==> config.mk <==
export PLATFORM = sky130hd
export DESIGN_NAME = mmu_wr_seq
export DESIGN_NICKNAME = d
export VERILOG_FILES = /design/src/rtl/mmu_wr_seq_pkg.sv /design/src/rtl/mmu_step_cnt.sv /design/src/rtl/mmu_wr_seq.sv
export SDC_FILE = /design/constraint.sdc
export NUM_CORES = 1
export LEC_CHECK = 0
export CAP_MARGIN = 20
export CORE_MARGIN = 2
export CORE_UTILIZATION = 31
export DETAILED_ROUTE_END_ITERATION = 8
export PLACE_DENSITY = 0.59
export SLEW_MARGIN = 5
export SYNTH_ARGS = -nofsm -noshare
export SYNTH_HDL_FRONTEND = slang
export SYNTH_SLANG_ARGS = --single-unit
==> constraint.sdc <==
create_clock -name clk -period 5.4 [get_ports clk]
set_clock_uncertainty 0.2 [all_clocks]
set_input_delay 1.08 -clock clk [delete_from_list [all_inputs] [get_ports clk]]
set_output_delay 1.08 -clock clk [all_outputs]
set_load 0.03 [all_outputs]
==> src/rtl/mmu_wr_seq_pkg.sv <==
// Shared types and constants for the MMU write-side sequencer.
// No logic; FSM encoding, lane geometry and mode values.
// Imported by mmu_step_cnt and mmu_wr_seq.
package mmu_wr_seq_pkg;

    typedef enum logic [1:0] {
        ST_IDLE = 2'd0,
        ST_RUN  = 2'd1,
        ST_DONE = 2'd2
    } state_t;

    localparam int   LANES       = 4;
    localparam int   LANE_BITS   = 2;
    localparam logic MODE_SINGLE = 1'b0;
    localparam logic MODE_PACKED = 1'b1;

    function automatic logic [LANES-1:0] lane_bit(input logic [LANE_BITS-1:0] lane);
        logic [LANES-1:0] m;
        m       = '0;
        m[lane] = 1'b1;
        return m;
    endfunction

endpackage

==> src/rtl/mmu_step_cnt.sv <==
// Step counter: cnt advances by step on en, clears on clr; reports last/overflow.
// Latency: cnt updates on the enabling edge; cnt_nxt/last/ovf are combinational.
// Backpressure: none, en is the caller's accept strobe.
module mmu_step_cnt
    import mmu_wr_seq_pkg::*;
#(
    parameter int DIM_ADDR = 12,
    parameter int DIM_STEP = 3
) (
    input  logic                clk,
    input  logic                rst_n,
    input  logic                clr,
    input  logic                en,
    input  logic [DIM_STEP-1:0] step,
    input  logic                mm_ss,
    input  logic [DIM_ADDR-1:0] target,
    output logic [DIM_ADDR-1:0] cnt,
    output logic [DIM_ADDR:0]   cnt_nxt,
    output logic                last,
    output logic                ovf
);

    logic [DIM_ADDR-LANE_BITS:0] word_nxt;

    // Carry bit kept so a wrap past the address space is visible as overflow.
    assign cnt_nxt  = {1'b0, cnt} + {{(DIM_ADDR+1-DIM_STEP){1'b0}}, step};
    assign word_nxt = cnt_nxt[DIM_ADDR:LANE_BITS];

    always_comb begin
        if (mm_ss == MODE_PACKED)
            last = ({1'b0, word_nxt} == {{(LANE_BITS){1'b0}}, target});
        else
            last = (cnt_nxt == {1'b0, target});
        ovf = cnt_nxt[DIM_ADDR] && !last;
    end

    always_ff @(posedge clk or negedge rst_n) begin
        if (!rst_n)
            cnt <= '0;
        else if (clr)
            cnt <= '0;
        else if (en)
            cnt <= cnt_nxt[DIM_ADDR-1:0];
    end

endmodule

==> src/rtl/mmu_wr_seq.sv <==
// MMU write sequencer: streams elements to SRAM at stepped addresses, single or 4-lane packed.
// Latency: memory write registered one cycle after acceptance; done one cycle after final write.
// Backpressure: in_ready high in every RUN cycle; memory side never stalls.
module mmu_wr_seq
    import mmu_wr_seq_pkg::*;
#(
    parameter int DIM_ADDR = 12,
    parameter int DIM_STEP = 3,
    parameter int DIM_DATA = 8
) (
    input  logic                      clk,
    input  logic                      rst_n,
    input  logic                      start,
    input  logic                      abort,
    input  logic [DIM_ADDR-1:0]       target,
    input  logic [DIM_STEP-1:0]       step,
    input  logic                      mm_ss,
    input  logic                      in_valid,
    input  logic [DIM_DATA-1:0]       in_data,
    output logic                      in_ready,
    output logic                      mem_we,
    output logic [DIM_ADDR-1:0]       mem_addr,
    output logic [LANES*DIM_DATA-1:0] mem_wdata,
    output logic [LANES-1:0]          mem_wmask,
    output logic                      busy,
    output logic                      done,
    output logic                      err
);

    state_t                    state;
    logic [DIM_ADDR-1:0]       tgt_q;
    logic [DIM_STEP-1:0]       step_q;
    logic                      mode_q;
    logic                      err_pend;
    logic [LANES*DIM_DATA-1:0] wbuf;
    logic [LANES-1:0]          wmask;
    logic [LANES*DIM_DATA-1:0] wbuf_mrg;
    logic [LANES-1:0]          wmask_mrg;

    logic                      cnt_clr;
    logic                      acc;
    logic                      word_chg;
    logic                      flush;
    logic [DIM_ADDR-1:0]       cnt;
    logic [DIM_ADDR:0]         cnt_nxt;
    logic                      last;
    logic                      ovf;

    // in_ready is only ever high in RUN, so it doubles as the RUN qualifier.
    assign cnt_clr  = (state == ST_IDLE) && start;
    assign acc      = in_ready && in_valid && !abort;
    assign word_chg = (cnt_nxt >> LANE_BITS) != ({1'b0, cnt} >> LANE_BITS);
    assign flush    = word_chg || last || ovf;

    mmu_step_cnt #(
        .DIM_ADDR (DIM_ADDR),
        .DIM_STEP (DIM_STEP)
    ) u_cnt (
        .clk     (clk),
        .rst_n   (rst_n),
        .clr     (cnt_clr),
        .en      (acc),
        .step    (step_q),
        .mm_ss   (mode_q),
        .target  (tgt_q),
        .cnt     (cnt),
        .cnt_nxt (cnt_nxt),
        .last    (last),
        .ovf     (ovf)
    );

    always_comb begin
        wbuf_mrg  = wbuf;
        wbuf_mrg[cnt[LANE_BITS-1:0]*DIM_DATA +: DIM_DATA] = in_data;
        wmask_mrg = wmask | lane_bit(cnt[LANE_BITS-1:0]);
    end

    always_ff @(posedge clk or negedge rst_n) begin
        if (!rst_n) begin
            state     <= ST_IDLE;
            tgt_q     <= '0;
            step_q    <= '0;
            mode_q    <= MODE_SINGLE;
            err_pend  <= 1'b0;
            wbuf      <= '0;
            wmask     <= '0;
            in_ready  <= 1'b0;
            mem_we    <= 1'b0;
            mem_addr  <= '0;
            mem_wdata <= '0;
            mem_wmask <= '0;
            busy      <= 1'b0;
            done      <= 1'b0;
            err       <= 1'b0;
        end else begin
            mem_we <= 1'b0;
            done   <= 1'b0;
            err    <= 1'b0;
            case (state)
                ST_IDLE: begin
                    if (start) begin
                        tgt_q  <= target;
                        step_q <= step;
                        mode_q <= mm_ss;
                        wbuf   <= '0;
                        wmask  <= '0;
                        if (step != '0) begin
                            state    <= ST_RUN;
                            busy     <= 1'b1;
                            in_ready <= 1'b1;
                        end else begin
                            state    <= ST_DONE;
                            err_pend <= 1'b1;
                        end
                    end
                end
                ST_RUN: begin
                    if (abort) begin
                        state    <= ST_IDLE;
                        busy     <= 1'b0;
                        in_ready <= 1'b0;
                        wbuf     <= '0;
                        wmask    <= '0;
                    end else if (acc) begin
                        if (mode_q == MODE_SINGLE) begin
                            mem_we    <= 1'b1;
                            mem_addr  <= cnt;
                            mem_wdata <= {{((LANES-1)*DIM_DATA){1'b0}}, in_data};
                            mem_wmask <= '1;
                        end else if (flush) begin
                            mem_we    <= 1'b1;
                            mem_addr  <= cnt >> LANE_BITS;
                            mem_wdata <= wbuf_mrg;
                            mem_wmask <= wmask_mrg;
                            wbuf      <= '0;
                            wmask     <= '0;
                        end else begin
                            wbuf  <= wbuf_mrg;
                            wmask <= wmask_mrg;
                        end
                        if (last || ovf) begin
                            state    <= ST_DONE;
                            in_ready <= 1'b0;
                            err_pend <= ovf;
                        end
                    end
                end
                ST_DONE: begin
                    state    <= ST_IDLE;
                    busy     <= 1'b0;
                    done     <= 1'b1;
                    err      <= err_pend;
                    err_pend <= 1'b0;
                end
                default: state <= ST_IDLE;
            endcase
        end
    end

endmodule

==> impl_metrics.tcl, run 1 <==
set metrics [dict create \
    grt.overflow.total 0 \
    p_clk_share_pct 32.2 \
    via_count 4977 \
    htreeDepth 4 \
    wl_um 16500 \
    switching_share_pct 37.6 \
    cts_resized 0 \
    cp_data_arrival_time_ns 4.55 \
    fin_nets 765 \
    dieHeight_um 147 \
    antenna_found_initial 0 \
    stdcell_area_sq_um 8070 \
    synthCells 646 \
    dpl_cell_area_sq_um 7390 \
    dr.pass1.iters 5 \
    p_per_area_nw_per_um2 493 \
    grt_pass1_wl_um 26900 \
    dieArea_sq_um 21600 \
    grt_pass1_vias 4912 \
    tns_ns 0 \
    drv_cap 0 \
    track_usage_pct 15.8 \
    drt_drc_violations_left 0 \
    synth.area.top_cells "dfrtp_1 47%, mux2_2 6.9%, nand2_1 6.5%, ha_1 3.0%, o21ai_0 2.8%" \
    cts_made_buffers 17 \
    start_kind "register" \
    final_common_cell "dfrtp_1" \
    synth_area_sq_um 6320 \
    ys_types 64 \
    cts_sinks 120 \
    final_cell_mix "120 x dfrtp_1, 109 x nand2_1, 80 x clkdlybuf4s50_1" \
    drtIter0Drc 367 \
    synth_area_per_cell_sq_um 9.79 \
    ys_dominant_reg_cell "dfrtp_1" \
    clkTransAtPathRegs_ns 0.06 \
    dpl.hpwl_um 11600 \
    via_per_inst 4.96 \
    place_congestion 0.930 \
    worstMarginPinSlew_ns 1.10 \
    fillers 1987 \
    initial_core_util_pct 31.5 \
    hold_buffers 0 \
    antenna_left 0 \
    insertion_delay_ns 0.43 \
    critPathKind "register to register" \
    io_buffers 81 \
    row_count 52 \
    fp.coreArea_sq_um 20100 \
    hold_viol_final 0 \
    syn2layout_area_growth_pct 27.5 \
    crit_required_ns 5.51 \
    multi_input_area_sq_um 3080 \
    crit_path_end_kind "register" \
    max_clock_freq_ghz 0.225 \
    hold_path.class "register to register" \
    fin_cells 1003 \
    synth-seq-cells 120 \
    power.switching_mw 1.50 \
    p_seq_share_pct 30.9 \
    layout_min_cycle_time_ns 4.44 \
    ir_drop_mv 0.263 \
    io_pins 82 \
    syn_nets 691 \
    finalSetupViolations 0 \
    placed_cells 970 \
    grt_setup_unrepaired "false" \
    maxSlewHeadroom_pct 26.3 \
    finalMaxSlewViolations 0 \
    p_leak_nw 3.61 \
    seq_area_sq_um 3000 \
    n_antenna_cell 0 \
    min_period_over_period_pct 82.2 \
    fp.dieW_um 147 \
    postCtsSetupBuffers 0 \
    grt_max_degree 44 \
    path_max_fanout 17 \
    clockRootBuffer "clkbuf_16" \
    synth-warning-count 0 \
    seq_area_frac_synth_pct 47.5 \
    synth_top_area_share_pct 47.5 \
    async_reset_ff_share_pct 100 \
    layout-drive-gt1-share_pct 13.0 \
    synth_edf_count 0 \
    outcome "finished clean" \
    p_comb_share_pct 37.0 \
    power.internal_mw 2.48 \
    cts_tree "done" \
    synth_top_cell_by_area "dfrtp_1" \
    max-clock-path-buffers 2 \
    post_drt_wl_per_cell_um 16.5 \
]
cell type report:
cell class                      instances  share of cell area, %
Clock buffer                           19                   5.62
Clock inverter                         13                   2.67
Inverter                               20                  0.931
Multi-Input combinational cell        468                   38.2
Sequential cell                       120                   37.2
Tap cell                              270                   4.19
Timing Repair Buffer                   93                   11.2
power groups by stage:
stage,logic (mW),registers [mW],clock network [mW]
after floorplan,0.845,1.35,0
after global routing,1.60,1.25,1.34
after global placement,1.45,1.24,0
after detailed placement,1.46,1.24,0
final,1.47,1.23,1.28
after CTS,1.47,1.23,1.30
sequential cells by signal (all words and copies together) (netlist names), 2 cells and up:
register / cells
mem_wdata: 32
wbuf: 32
mem_addr: 12
tgt_q: 12
u_cnt.cnt: 12
mem_wmask: 4
wmask: 4
step_q: 3
state: 2
through the flow:
| step | utilization, % | hold slack, ns | setup slack (ns) | power (mW) |
|---|---|---|---|---|
| final | 40.1 | 0.272 | 0.961 | 3.98 |
| after global routing | 40.1 | 0.296 | 0.508 | 4.20 |
| after CTS | 40.1 | 0.276 | 0.981 | 4.00 |
| after detailed placement | 36.7 | 0.262 | 0.996 | 2.70 |
| after global placement | 36.7 | 0.253 | 1.16 | 2.70 |
| after floorplan | - | 0.242 | 1.63 | 2.19 |
cell usage after synthesis, types with 9 or more instances:
master and count:
clkbuf_1 21, o21ai_0 35, ha_1 15, nand2_1 109, nor2_1 46, nor2b_1 26, dfrtp_1 120, a22o_1 19
nand4_1 9, buf_2 10, inv_1 20, xnor2_1 11, mux2_2 39, a21oi_1 33, xor2_1 12
worst paths after layout:
check / startpoint / end / slack [ns] / depth (start not counted)
min in group asynchronous: rst_n / mem_wdata[13] / 0.44 / 1
setup reg to reg: u_cnt.cnt[0] / wbuf[0] / 0.96 / 11
setup / recovery: u_cnt.cnt[0] / wbuf[0] / 0.96 / 11
max in group asynchronous: rst_n / wmask[3] / 3.61 / 2
hold reg to reg: wbuf[10] / wbuf[10] / 0.27 / 2
hold / removal: wbuf[10] / wbuf[10] / 0.27 / 2
per-layer routing:
metal  global-route usage, %  vias up  share of wire, %
li1                        -     2405                 -
met1                    22.9     2412                49
met2                    22.8      130                43
met3                    3.14       30               4.7
met4                    7.23        0               2.7
met5                       0        -                 0
critical path, stage by stage (launching register included):
cell	delay [ns]
dfrtp_1	0.51
ha_1	0.29
fa_1	0.46
a21oi_1	0.50
nor3_2	0.17
and3_1	0.27
mux2i_1	0.13
a2111oi_0	0.38
o2111ai_1	0.31
o21a_1	0.49
a21o_1	0.36
a32o_1	0.23
logic make-up after synthesis:
logic type      after synthesis  synth area share (%)
simple gates                241                  18.0
xor+xnor                     23                  3.19
flops                       120                  47.5
mux                          54                  9.64
compound gates              134                  14.5
fa+ha+maj                    16                  3.28
buf+inv                      58                  3.94
Power figures use the tool's default switching activity.
==> run 2: changes to the inputs <==
==> constraint.sdc (replaced) <==
create_clock -name clk -period 4.4 [get_ports clk]
set_clock_uncertainty 0.2 [all_clocks]
set_input_delay 0.88 -clock clk [delete_from_list [all_inputs] [get_ports clk]]
set_output_delay 0.88 -clock clk [all_outputs]
set_load 0.03 [all_outputs]
==> impl_metrics.tcl, run 2 (synthesis results as in run 1) <==
set metrics [dict create \
    critPathKind "register to register" \
    max-clock-path-buffers 2 \
    use_met3_pct 3.91 \
    dp_slack_ns 0.265 \
    grt_pass1_vias 5048 \
    drv_cap 0 \
    fin_nets 767 \
    max_clock_freq_ghz 0.248 \
    via_count 4961 \
    crit_chain "ha_1 > fa_1 > xnor2_1 > a21oi_1 > xnor2_1 > nand4_1 > a2111oi_1 > o2111ai_2 > nor2_2 > o21ai_4 > buf_12 > mux2_1" \
    critPathMaxStageDelay_ns 0.48 \
    finalMaxSlewViolations 0 \
    cts_sinks 120 \
    cts_tree "done" \
    wl_um 16400 \
    insertion_delay_ns 0.42 \
    hold_buffers 0 \
    reg_top3 "mem_wdata (32), wbuf (32)" \
    grt_util_met2_pct 24.5 \
    worst-path-buf-inv 1 \
    place_congestion 0.843 \
    dpl.hpwl_um 11400 \
    slowest_stage "fa_1" \
    htreeDepth 4 \
    dieArea_sq_um 21600 \
    p_leak_nw 3.62 \
    ir_drop_mv 0.273 \
    clkTransAtPathRegs_ns 0.05 \
    grt_util_met1_pct 22.2 \
    p_total_mw 4.85 \
    drt_drc_violations_left 0 \
    postCtsSetupBuffers 0 \
    hold_path.class "input port to asynchronous set/reset pin" \
    io_buffers 81 \
    syn2layout_area_growth_pct 28.2 \
    worstMarginPinSlew_ns 0.896 \
    fp.coreArea_sq_um 20100 \
    via_per_inst 4.94 \
    drtIter0Drc 374 \
    p_per_area_nw_per_um2 598 \
    crit_path_end_kind "register" \
    hold_viol_final 0 \
    row_count 52 \
    holdWs_ns 0.269 \
    final_cell_mix "120 x dfrtp_1, 109 x nand2_1, 80 x clkdlybuf4s50_1" \
    cts_resized 0 \
    outcome "finished clean" \
    layout-drive-gt1-share_pct 13.3 \
    antenna_left 0 \
    path_max_fanout 39 \
    final_common_cell "dfrtp_1" \
    post_drt_wl_per_cell_um 16.3 \
    grt.overflow.total 0 \
    maxSlewHeadroom_pct 39.8 \
    dieHeight_um 147 \
    crit_top_cell "xnor2_1" \
    grt_setup_unrepaired "false" \
    reg2reg_slack_ns 0.37 \
    setup_ws_ns 0.370 \
    cts_made_buffers 17 \
    tns_ns 0 \
    cp_data_arrival_time_ns 4.13 \
    dr.pass1.iters 5 \
    top_usage_layer "met2" \
    grt_max_degree 76 \
    fp.dieW_um 147 \
    min_period_over_period_pct 91.6 \
    initial_core_util_pct 31.5 \
    n_antenna_cell 0 \
    layout_min_cycle_time_ns 4.03 \
    grt_pass1_wl_um 27200 \
    finalSetupViolations 0 \
    clockRootBuffer "clkbuf_16" \
    critPathTopFamily "compound AO/OA/AOI/OAI gates" \
    track_usage_pct 15.9 \
    crit_required_ns 4.50 \
    fillers 1964 \
    io_pins 82 \
    antenna_found_initial 0 \
    start_kind "register" \
]
## run 2: cell types whose count changed in the layout (fill, tap and decap cells not counted), moves of 2 or more
cell / previous run / this run
buf_12: 0 / 4
clkinv_4: 3 / 0
clkinvlp_4: 1 / 4
inv_6: 3 / 1
## run 2: area by class of cell
class                   count  area, sq um  area share (%)
inverters                  20         75.1           0.926
multi-input cells         468         3090            38.1
flip-flops and latches    120         3000            37.0
clock inverters            11          169            2.08
clock buffers              21          470            5.80
repair buffers             95          963            11.9
well taps                 270          338            4.17
## run 2: per-stage QoR
stage	area, sq um	util [%]	instances
after global placement	7460	37.1	973
after global routing	8110	40.3	1005
after floorplan	6320	-	646
final	8110	40.3	1005
after detailed placement	7460	37.1	973
after CTS	8100	40.3	1005
## run 2: path summary, 6_finish.rpt
kind                                 from             to  cells past startpoint
worst max-delay path            step_q[0]  mem_wdata[23]                     12
worst min-delay path                rst_n  mem_wdata[13]                      1
worst max register to register  step_q[0]  mem_wdata[23]                     12
worst min register to register   wbuf[22]       wbuf[22]                      2
max in group asynchronous           rst_n   u_cnt.cnt[3]                      2
min in group clk                 wbuf[22]       wbuf[22]                      2
## run 2: per-layer routing
metal | part of all wire [%] | wire (um)
met1 | 48 | 7930
met2 | 46 | 7480
met3 | 4.5 | 740
met4 | 1.2 | 202
met5 | 0 | 0
## run 2: worst register-to-register path, stage by stage, from the launching register on
cell and delay, ns:
dfrtp_1 0.38, ha_1 0.23, fa_1 0.48, xnor2_1 0.35, a21oi_1 0.13, xnor2_1 0.27
nand4_1 0.14, a2111oi_1 0.45, o2111ai_2 0.28, nor2_2 0.26, o21ai_4 0.16, buf_12 0.23
mux2_1 0.35
## run 2: power by group
part / switching [mW] / internal [mW] / leakage (nW) / total (mW)
sequential: 0.210 / 1.31 / 1.61 / 1.52
clock: 0.508 / 0.992 / 0.302 / 1.50
combinational: 1.11 / 0.729 / 1.71 / 1.84
